$ cat src/rtl/shifter_pkg.sv
// Shared definitions for the pipelined barrel shifter: op encodings and pipeline depth.
package shifter_pkg;

    localparam logic [1:0] OP_SLL = 2'b00;
    localparam logic [1:0] OP_SRL = 2'b01;
    localparam logic [1:0] OP_SRA = 2'b10;
    localparam logic [1:0] OP_ROR = 2'b11;

    // Number of register stages: one after every reg_every mux levels, last level always registered.
    function automatic int unsigned calc_nreg(input int unsigned width, input int unsigned reg_every);
        int unsigned levels;
        levels = $clog2(width);
        return (levels + reg_every - 1) / reg_every;
    endfunction

endpackage

$ cat src/rtl/shift_level.sv
// One combinational mux level of the barrel shifter, shifting by DIST when enabled.
// With PIPELINED_SHIFTER_STICKY_EN defined it also reports the OR of the bits it discards.
module shift_level
    import shifter_pkg::*;
#(
    parameter int unsigned WIDTH = 32,
    parameter int unsigned DIST  = 1
) (
    input  logic [WIDTH-1:0] data,
    input  logic             en,
    input  logic [1:0]       op,
`ifdef PIPELINED_SHIFTER_STICKY_EN
    output logic             sticky,
`endif
    output logic [WIDTH-1:0] result
);

    always_comb begin
        result = data;
        if (en) begin
            case (op)
                OP_SLL:  result = data << DIST;
                OP_SRL:  result = data >> DIST;
                OP_SRA:  result = WIDTH'($signed(data) >>> DIST);
                default: result = (data >> DIST) | (data << (WIDTH - DIST));
            endcase
        end
    end

`ifdef PIPELINED_SHIFTER_STICKY_EN
    // Rotation loses nothing; logical/arithmetic shifts drop the bits pushed off the edge.
    always_comb begin
        sticky = 1'b0;
        if (en) begin
            case (op)
                OP_SLL:         sticky = |data[WIDTH-1 -: DIST];
                OP_SRL, OP_SRA: sticky = |data[DIST-1:0];
                default:        sticky = 1'b0;
            endcase
        end
    end
`endif

endmodule

$ cat src/rtl/pipelined_shifter.sv
// Pipelined barrel shifter (SLL/SRL/SRA/ROR) with valid/ready, bubble collapse, flush and tag sideband.
// Optional out_sticky (OR of shifted-out bits) is enabled by defining PIPELINED_SHIFTER_STICKY_EN.
module pipelined_shifter
    import shifter_pkg::*;
#(
    parameter int unsigned WIDTH     = 32,
    parameter int unsigned REG_EVERY = 2,
    parameter int unsigned TAG_W     = 5
) (
    input  logic                     clock,
    input  logic                     reset_n,
    input  logic                     flush,
    input  logic                     in_valid,
    output logic                     in_ready,
    input  logic [WIDTH-1:0]         in_data,
    input  logic [$clog2(WIDTH)-1:0] in_amt,
    input  logic [1:0]               in_op,
    input  logic [TAG_W-1:0]         in_tag,
    output logic                     out_valid,
    input  logic                     out_ready,
`ifdef PIPELINED_SHIFTER_STICKY_EN
    output logic                     out_sticky,
`endif
    output logic [WIDTH-1:0]         out_data,
    output logic [TAG_W-1:0]         out_tag
);

    localparam int unsigned LEVELS = $clog2(WIDTH);
    localparam int unsigned NREG   = calc_nreg(WIDTH, REG_EVERY);

    logic [NREG-1:0]   valid_q;
    logic [NREG-1:0]   ready;
    logic [NREG-1:0]   src_valid;
    logic [WIDTH-1:0]  data_q   [NREG];
    logic [LEVELS-1:0] amt_q    [NREG];
    logic [1:0]        op_q     [NREG];
    logic [TAG_W-1:0]  tag_q    [NREG];
    logic [WIDTH-1:0]  src_data [NREG];
    logic [LEVELS-1:0] src_amt  [NREG];
    logic [1:0]        src_op   [NREG];
    logic [TAG_W-1:0]  src_tag  [NREG];
    logic [WIDTH-1:0]  stg_data [NREG];
    logic [LEVELS-1:0] stg_amt  [NREG];
`ifdef PIPELINED_SHIFTER_STICKY_EN
    logic [NREG-1:0]   sticky_q;
    logic [NREG-1:0]   src_sticky;
    logic [NREG-1:0]   stg_sticky;
`endif

    // Backward ready chain, evaluated from the output stage toward the input.
    always_comb begin : p_ready
        logic [NREG:0] rdy;
        rdy       = '0;
        rdy[NREG] = out_ready;
        for (int k = int'(NREG) - 1; k >= 0; k--) begin
            rdy[k] = !valid_q[k] || rdy[k+1];
        end
        ready = rdy[NREG-1:0];
    end

    assign in_ready = ready[0] && reset_n && !flush;

    for (genvar s = 0; s < NREG; s++) begin : g_stage
        localparam int unsigned FIRST = s * REG_EVERY;
        localparam int unsigned LAST  = (FIRST + REG_EVERY <= LEVELS) ? FIRST + REG_EVERY - 1 : LEVELS - 1;

        if (s == 0) begin : g_head
            assign src_valid[s] = in_valid;
            assign src_data[s]  = in_data;
            assign src_amt[s]   = in_amt;
            assign src_op[s]    = in_op;
            assign src_tag[s]   = in_tag;
`ifdef PIPELINED_SHIFTER_STICKY_EN
            assign src_sticky[s] = 1'b0;
`endif
        end else begin : g_body
            assign src_valid[s] = valid_q[s-1];
            assign src_data[s]  = data_q[s-1];
            assign src_amt[s]   = amt_q[s-1];
            assign src_op[s]    = op_q[s-1];
            assign src_tag[s]   = tag_q[s-1];
`ifdef PIPELINED_SHIFTER_STICKY_EN
            assign src_sticky[s] = sticky_q[s-1];
`endif
        end

        // The amount is shifted down one bit per level so each level always reads bit 0.
        for (genvar l = FIRST; l <= LAST; l++) begin : g_level
            logic [WIDTH-1:0]  din;
            logic [WIDTH-1:0]  dout;
            logic [LEVELS-1:0] ain;
            logic [LEVELS-1:0] aout;
`ifdef PIPELINED_SHIFTER_STICKY_EN
            logic              sin;
            logic              sout;
            logic              scontrib;
`endif
            if (l == FIRST) begin : g_src
                assign din = src_data[s];
                assign ain = src_amt[s];
`ifdef PIPELINED_SHIFTER_STICKY_EN
                assign sin = src_sticky[s];
`endif
            end else begin : g_chain
                assign din = g_level[l-1].dout;
                assign ain = g_level[l-1].aout;
`ifdef PIPELINED_SHIFTER_STICKY_EN
                assign sin = g_level[l-1].sout;
`endif
            end

            assign aout = ain >> 1;

            shift_level #(
                .WIDTH (WIDTH),
                .DIST  (32'(1 << l))
            ) u_level (
                .data   (din),
                .en     (ain[0]),
                .op     (src_op[s]),
`ifdef PIPELINED_SHIFTER_STICKY_EN
                .sticky (scontrib),
`endif
                .result (dout)
            );

`ifdef PIPELINED_SHIFTER_STICKY_EN
            assign sout = sin | scontrib;
`endif
        end

        assign stg_data[s] = g_level[LAST].dout;
        assign stg_amt[s]  = g_level[LAST].aout;
`ifdef PIPELINED_SHIFTER_STICKY_EN
        assign stg_sticky[s] = g_level[LAST].sout;
`endif
    end

    // Valid bits: a stage takes the upstream valid whenever it is ready, collapsing bubbles.
    always_ff @(posedge clock) begin
        if (!reset_n || flush) begin
            valid_q <= '0;
        end else begin
            for (int s = 0; s < int'(NREG); s++) begin
                if (ready[s]) begin
                    valid_q[s] <= src_valid[s];
                end
            end
        end
    end

    // Payload registers; only the output stage is reset.
    always_ff @(posedge clock) begin
        for (int s = 0; s < int'(NREG); s++) begin
            if (ready[s] && src_valid[s]) begin
                data_q[s] <= stg_data[s];
                amt_q[s]  <= stg_amt[s];
                op_q[s]   <= src_op[s];
                tag_q[s]  <= src_tag[s];
`ifdef PIPELINED_SHIFTER_STICKY_EN
                sticky_q[s] <= stg_sticky[s];
`endif
            end
        end
        if (!reset_n) begin
            data_q[NREG-1] <= '0;
            tag_q[NREG-1]  <= '0;
`ifdef PIPELINED_SHIFTER_STICKY_EN
            sticky_q[NREG-1] <= 1'b0;
`endif
        end
    end

    assign out_valid = valid_q[NREG-1];
    assign out_data  = data_q[NREG-1];
    assign out_tag   = tag_q[NREG-1];
`ifdef PIPELINED_SHIFTER_STICKY_EN
    assign out_sticky = sticky_q[NREG-1];
`endif

endmodule

$ cat config.mk
export PLATFORM = sky130hd
export DESIGN_NAME = pipelined_shifter
export DESIGN_NICKNAME = d
export VERILOG_FILES = /design/src/rtl/shifter_pkg.sv /design/src/rtl/shift_level.sv /design/src/rtl/pipelined_shifter.sv
export SDC_FILE = /design/constraint.sdc
export NUM_CORES = 1
export LEC_CHECK = 0
export ABC_AREA = 1
export CORE_UTILIZATION = 33
export DETAILED_ROUTE_END_ITERATION = 7
export GPL_ROUTABILITY_DRIVEN = 0
export PLACE_DENSITY = 0.53
export SLEW_MARGIN = 15
export SYNTH_ARGS = -nofsm -noshare
export SYNTH_HDL_FRONTEND = slang
export SYNTH_SLANG_ARGS = --single-unit
$ cat constraint.sdc
create_clock -name clock -period 5.25 [get_ports clock]
set_input_delay 1.575 -clock clock [delete_from_list [all_inputs] [get_ports clock]]
set_output_delay 1.575 -clock clock [all_outputs]
set_load 0.02 [all_outputs]
==> out/qor.csv <==
metric,value,unit
outcome,"complete, no violations",
end_kind,output pin,
cpPeakStageDelay,0.59,ns
synth_adder_area_share,0,%
synth_top_family_by_area,simple AND/OR/NAND/NOR gates,
cp_max_fo,2,
setup_violations,0,
layout.nets,1065,
clk_latency,0.42,ns
placed_cell_area,8300,um2
cts_tree,yes,
syn_area,7390,um2
grt_usage,17.5,%
ctsHoldBuffers,0,
num-fill-cells,2284,
io_buffers,87,
p_per_area,314,nW/um2
pin_count,88,
cts_buffers,17,
gr-total-overflow,0,
hold_class,register to register,
synth_cell_type_count,31,
drive_gt1_share,10.5,%
crit_chain,"clkdlybuf4s50_1, inv_1, nor2_1, nand2_1, inv_1, clkdlybuf4s50_1",
cts_root_buf,clkbuf_16,
synth_compound_area_share,15.7,%
final_cell_mix,"207 x nand3_1, 189 x nand2_1, 100 x inv_1, 87 x clkdlybuf4s50_1, 82 x edfxtp_1",
fin_skew,0.00949,ns
async_reset_ff_share,0,%
wl,19100,um
synth_xor_area_share,0.220,%
synth_fp_nets,1013,
via_count,6542,
cts_setup_buffers,0,
ant_nets,0,
ys_ff_latch,122,
pre_cts_ws,0.625,ns
slew_violations,0,
crit_required,3.68,ns
yosys_warnings,0,
clock_sinks,122,
fin_hold_ws,0.418,ns
drc_errors,0,
arrival,3.04,ns
antenna_found_initial,0,
dpl.hpwl,13900,um
diodes,0,
firstDrtPassIters,5,
grt_first_pass_wirelength,31000,um
cp_num_buf_inv,4,
fin_ws,0.634,ns
rrSetupSlack,3.02,ns
final_common_cell,nand3_1,
final_util,40.7,%
crit_slowest_cell,clkdlybuf4s50_1,
synth_ff_type,edfxtp_1,
max-slew-margin-rel,24.0,%
avgSynthCellArea,7.66,um2
grt_start_max_net_pins,70,
core,21900,um2
final_cell_area,8920,um2
rsz0062_at_grt,no,
drt-initial-drc-count,338,
synth-simple-area-share,29.6,%
path_clk_slew,0.06,ns
syn_inst,964,
clock.fmax,217,MHz
p_leak,3.67,nW
cts_max_level,4,
setup-tns-final,0,ns
hold_viol,0,
synth_edf_count,82,
die_h,152,um
finalCriticalPeriod,4.62,ns
routedWlPerCell,14.6,um
tightest_slew,1.14,ns
clockBufferDepth,2,
critPathLaunchType,input port,
synthMuxAreaShare,0,%
timing.final.crit_share,87.9,%
rr_worst_depth,6,
cp.depth,6,
cts_resized,0,
crit_type,input port to output pin,
viasPerCell,5.00,
min_path_cells,0,
num_rows,54,
start_util,33.8,%
seq_area_frac_synth,44.2,%
die_x,152,um
dieArea,23000,um2
max-cap-violations,0,
crit_family,buffers and inverters,
vdd_drop_max,0.212,mV
first_global_vias,5841,
area_delta_synth_final,20.7,%
## cell usage after synthesis (10+ instances only)
cell type,number,area (um2)
o21ai_2,14,123
dfxtp_1,40,801
or2_2,16,100
nand2_1,189,709
a21oi_1,72,360
buf_2,26,130
o21ai_1,26,130
inv_1,100,375
nor2_1,33,124
clkbuf_1,14,52.6
nand3_1,207,1040
buf_6,10,113
o21ai_0,63,315
edfxtp_1,82,2460
a21oi_2,14,123
## cells by family (layout without fill, tap and decap cells)
family	after synthesis	count (layout)
XOR/XNOR	1	1
buffers and inverters	166	231
flip-flops	122	122
AND/OR/NAND/NOR	473	473
AO/OA/AOI/OAI	202	202
## flip-flops by register name, summed over array words and instances, names as in the netlist
register  flops
data_q       96
valid_q       3
amt_q         4
tag_q        15
op_q          4
## final cells by class
class	instances	area [um2]	area share (%)
Clock buffer	17	425	4.77
Clock inverter	15	188	2.10
Inverter	105	394	4.42
Multi-Input combinational cell	676	3370	37.8
Sequential cell	122	3260	36.6
Tap cell	280	350	3.93
Timing Repair Buffer	94	923	10.4
## metrics by stage
stage | power (mW) | cells
after CTS | 2.82 | 1309
after global placement | 1.60 | 1277
after detailed placement | 1.60 | 1277
final | 2.80 | 1309
after floorplan | 1.46 | 964
after global routing | 2.93 | 1309
## layer usage
layer	GRT usage, %	vias to the layer above	wire length (um)
met5	0	-	0
met4	4.26	0	199
met3	3.14	14	813
met2	27.8	160	8820
met1	24.4	2985	9290
li1	-	3383	-
## final timing paths
check	from	endpoint
worst min register to register	amt_q[0][2]	amt_q[0][4]
worst min-delay path	amt_q[0][2]	amt_q[0][4]
worst max-delay path	reset_n	in_ready
worst max register to register	amt_q[0][0]	data_q[1][22]
## where the power goes
group	internal [mW]	total, mW	switching [mW]
clock network	0.755	1.21	0.457
registers	1.10	1.14	0.0408
logic	0.163	0.447	0.284
total	2.02	2.80	0.782
(Power assumes the default switching activity.)
==> RTL change (config.mk and constraints unchanged) <==
The parameter `REG_EVERY` goes from 2 to 4.
--- a/src/rtl/pipelined_shifter.sv
+++ b/src/rtl/pipelined_shifter.sv
@@ -4,7 +4,7 @@
     import shifter_pkg::*;
 #(
     parameter int unsigned WIDTH     = 32,
-    parameter int unsigned REG_EVERY = 2,
+    parameter int unsigned REG_EVERY = 4,
     parameter int unsigned TAG_W     = 5
 ) (
     input  logic                     clock,
Check against the original RTL: not equivalent (a bounded check fails within 4 cycles, from zero or initial values).
==> RTL change against the original RTL <==
Worst setup slack gained 0.10 ns; area after synthesis shrank 20%; hold slack gained 0.065 ns; power shrank 36%; wire length shrank 1.9%; cell area shrank 20%; sequential cell count shrank 43; maximum frequency grew 2.3%; critical endpoint unchanged; largest power group is now sequential cells; highest routed layer unchanged.
==> RTL change: results (changes against the original RTL) <==
- Status: completed
- DRT Pass-1 Iters: 6 (+1)
- Switch share: 33.1% (+5.1 points)
- Vias/cell: 5.27 (+5.3%)
- Biggest regs: data_q x64, tag_q x10
- Crit-path slowest cell: clkdlybuf4s50_1
- Post-DP HPWL: 14.2 mm (+2.3%)
- Asr flop ratio synth: 0% (unchanged)
- Yosys warnings: 0 (unchanged)
- Synth unique cells: 33 (+6.5%)
- Place WS: 0.741 ns (+0.116 ns)
- CTS HTree Levels: 3 (-1)
- Maximum VDD drop: 0.180 mV (-15%)
- Total GRT Usage: 20.9% (+3.5 points)
- Setup Total Neg Slack: 0 ns (unchanged)
- Hold WC Path Type: reg -> reg
- Initial DRC Count: 652 (+93%)
- Crit path DAT: 2.94 ns (-0.10 ns)
- Worst path max stage delay: 0.59 ns (about the same)
- Antenna diode instance count: 0 (unchanged)
- Fillcell total: 1878 (-18%)
- Routed len/inst: 15.6 um (+7.0%)
- Sequential area share after synthesis: 33.4% (-11 points)
- Vias in the first global route: 5693 (-2.5%)
- Setup Buffers After CTS: 0 (unchanged)
- Maximum buffer depth of the clock tree: 2 (unchanged)
- Clk root buf: clkbuf_16
- Post-synth EDFFs: 40 (-51%)
- Antenna violations before repair: 0 (unchanged)
- Post-CTS resize count: 0 (unchanged)
- Top FF cell, synth: edfxtp_1
- Synth Net Count: 962 (-5.0%)
- Final net count: 1019 (-4.3%)
- Synth area leaders: edfxtp_1, nand2_1, nand3_1
- Placed cell area: 6900 sq um (-17%)
- Largest net degree at the start of global routing: 53 (-24%)
- Post-synth top cells: nand2_1, nand3_1, o21ai_0, inv_1, a21oi_1
- Slew HR: 29.9% (+6.0 points)
- Clock buffer count from CTS: 9 (-8)
- Clk_skew: 0.00872 ns (-0.000764 ns)
- Layout cells sized above 1: 6.77% (-3.7 points)
- Global-route wire length before repair: 30.2 mm (-2.4%)
- Leakage: 3.13 nW (-15%)
- Clk slew on worst S/H paths: 0.06 ns (about the same)
- I/O Buffers: 87 (unchanged)
- CP Max Fanout: 2 (unchanged)
- Insertion delay to the later sink of the worst-skew pair: 0.34 ns (-0.08 ns)
[RTL change: cell count changes after synthesis, moves of 6 or more]
| cell | unedited run | this run |
|---|---|---|
| nand3_1 | 207 | 186 |
| nand4_1 | 0 | 33 |
| or2_2 | 16 | 0 |
| o21ai_0 | 63 | 78 |
| o21ai_1 | 26 | 6 |
| edfxtp_1 | 82 | 40 |
| a21oi_2 | 14 | 1 |
| nand2_1 | 189 | 264 |
| buf_4 | 8 | 2 |
| and2_1 | 8 | 0 |
| a21oi_1 | 72 | 53 |
| inv_1 | 100 | 68 |
| o21ai_2 | 14 | 3 |
| clkbuf_1 | 14 | 23 |
[RTL change: worst paths after layout]
kind                     from             to  slack [ns]  cells after the start
setup reg to reg   op_q[0][1]  data_q[1][27]        3.44                      4
hold reg to reg   tag_q[1][1]    tag_q[1][1]        0.48                      2
setup / recovery      reset_n       in_ready        0.74                      6
hold / removal    tag_q[1][1]    tag_q[1][1]        0.48                      2
[RTL change: worst max-delay path, delay by kind of cell]
family                 cells  cell delay (ns)
buffers and inverters      4             1.17
AND/OR/NAND/NOR            2             0.20
[RTL change: cells by family after synthesis]
group	after synthesis	synth area share, %
simple gates	542	41.7
flops	79	33.4
compound gates	158	14.6
xor+xnor	1	0.148
buf+inv	133	10.2
[RTL change: cell type report]
| cell class | instances | share of cell area (%) |
|---|---|---|
| clock inverters | 7 | 0.767 |
| clock buffers | 9 | 3.14 |
| well taps | 225 | 3.92 |
| flip-flops and latches | 79 | 27.6 |
| inverters | 74 | 3.87 |
| repair buffers | 105 | 14.0 |
| multi-input cells | 701 | 46.7 |
[RTL change: metrics by stage]
| stage | instances | hold WS [ns] | util [%] |
|---|---|---|---|
| after floorplan | 913 | 0.469 | - |
| after global placement | 1184 | 0.465 | 39.6 |
| after detailed placement | 1184 | 0.473 | 39.6 |
| after CTS | 1200 | 0.489 | 41.2 |
| after global routing | 1200 | 0.501 | 41.2 |
| final | 1200 | 0.483 | 41.2 |
[RTL change: power groups by stage]
stage | clock [mW] | combinational (mW) | sequential (mW)
2_1_floorplan | 0 | 0.303 | 0.752
3_3_place_gp | 0 | 0.486 | 0.740
3_5_place_dp | 0 | 0.486 | 0.740
4_1_cts | 0.598 | 0.487 | 0.727
5_1_grt | 0.619 | 0.546 | 0.731
6_report | 0.579 | 0.491 | 0.727
[RTL change: routing by layer]
| layer | routed length, um | global-route usage (%) | vias to the layer above |
|---|---|---|---|
| met5 | 0 | 0 | - |
| li1 | - | - | 3226 |
| met1 | 8920 | 30.0 | 2839 |
| met2 | 8290 | 32.0 | 226 |
| met3 | 1110 | 2.72 | 27 |
| met4 | 435 | 7.22 | 0 |
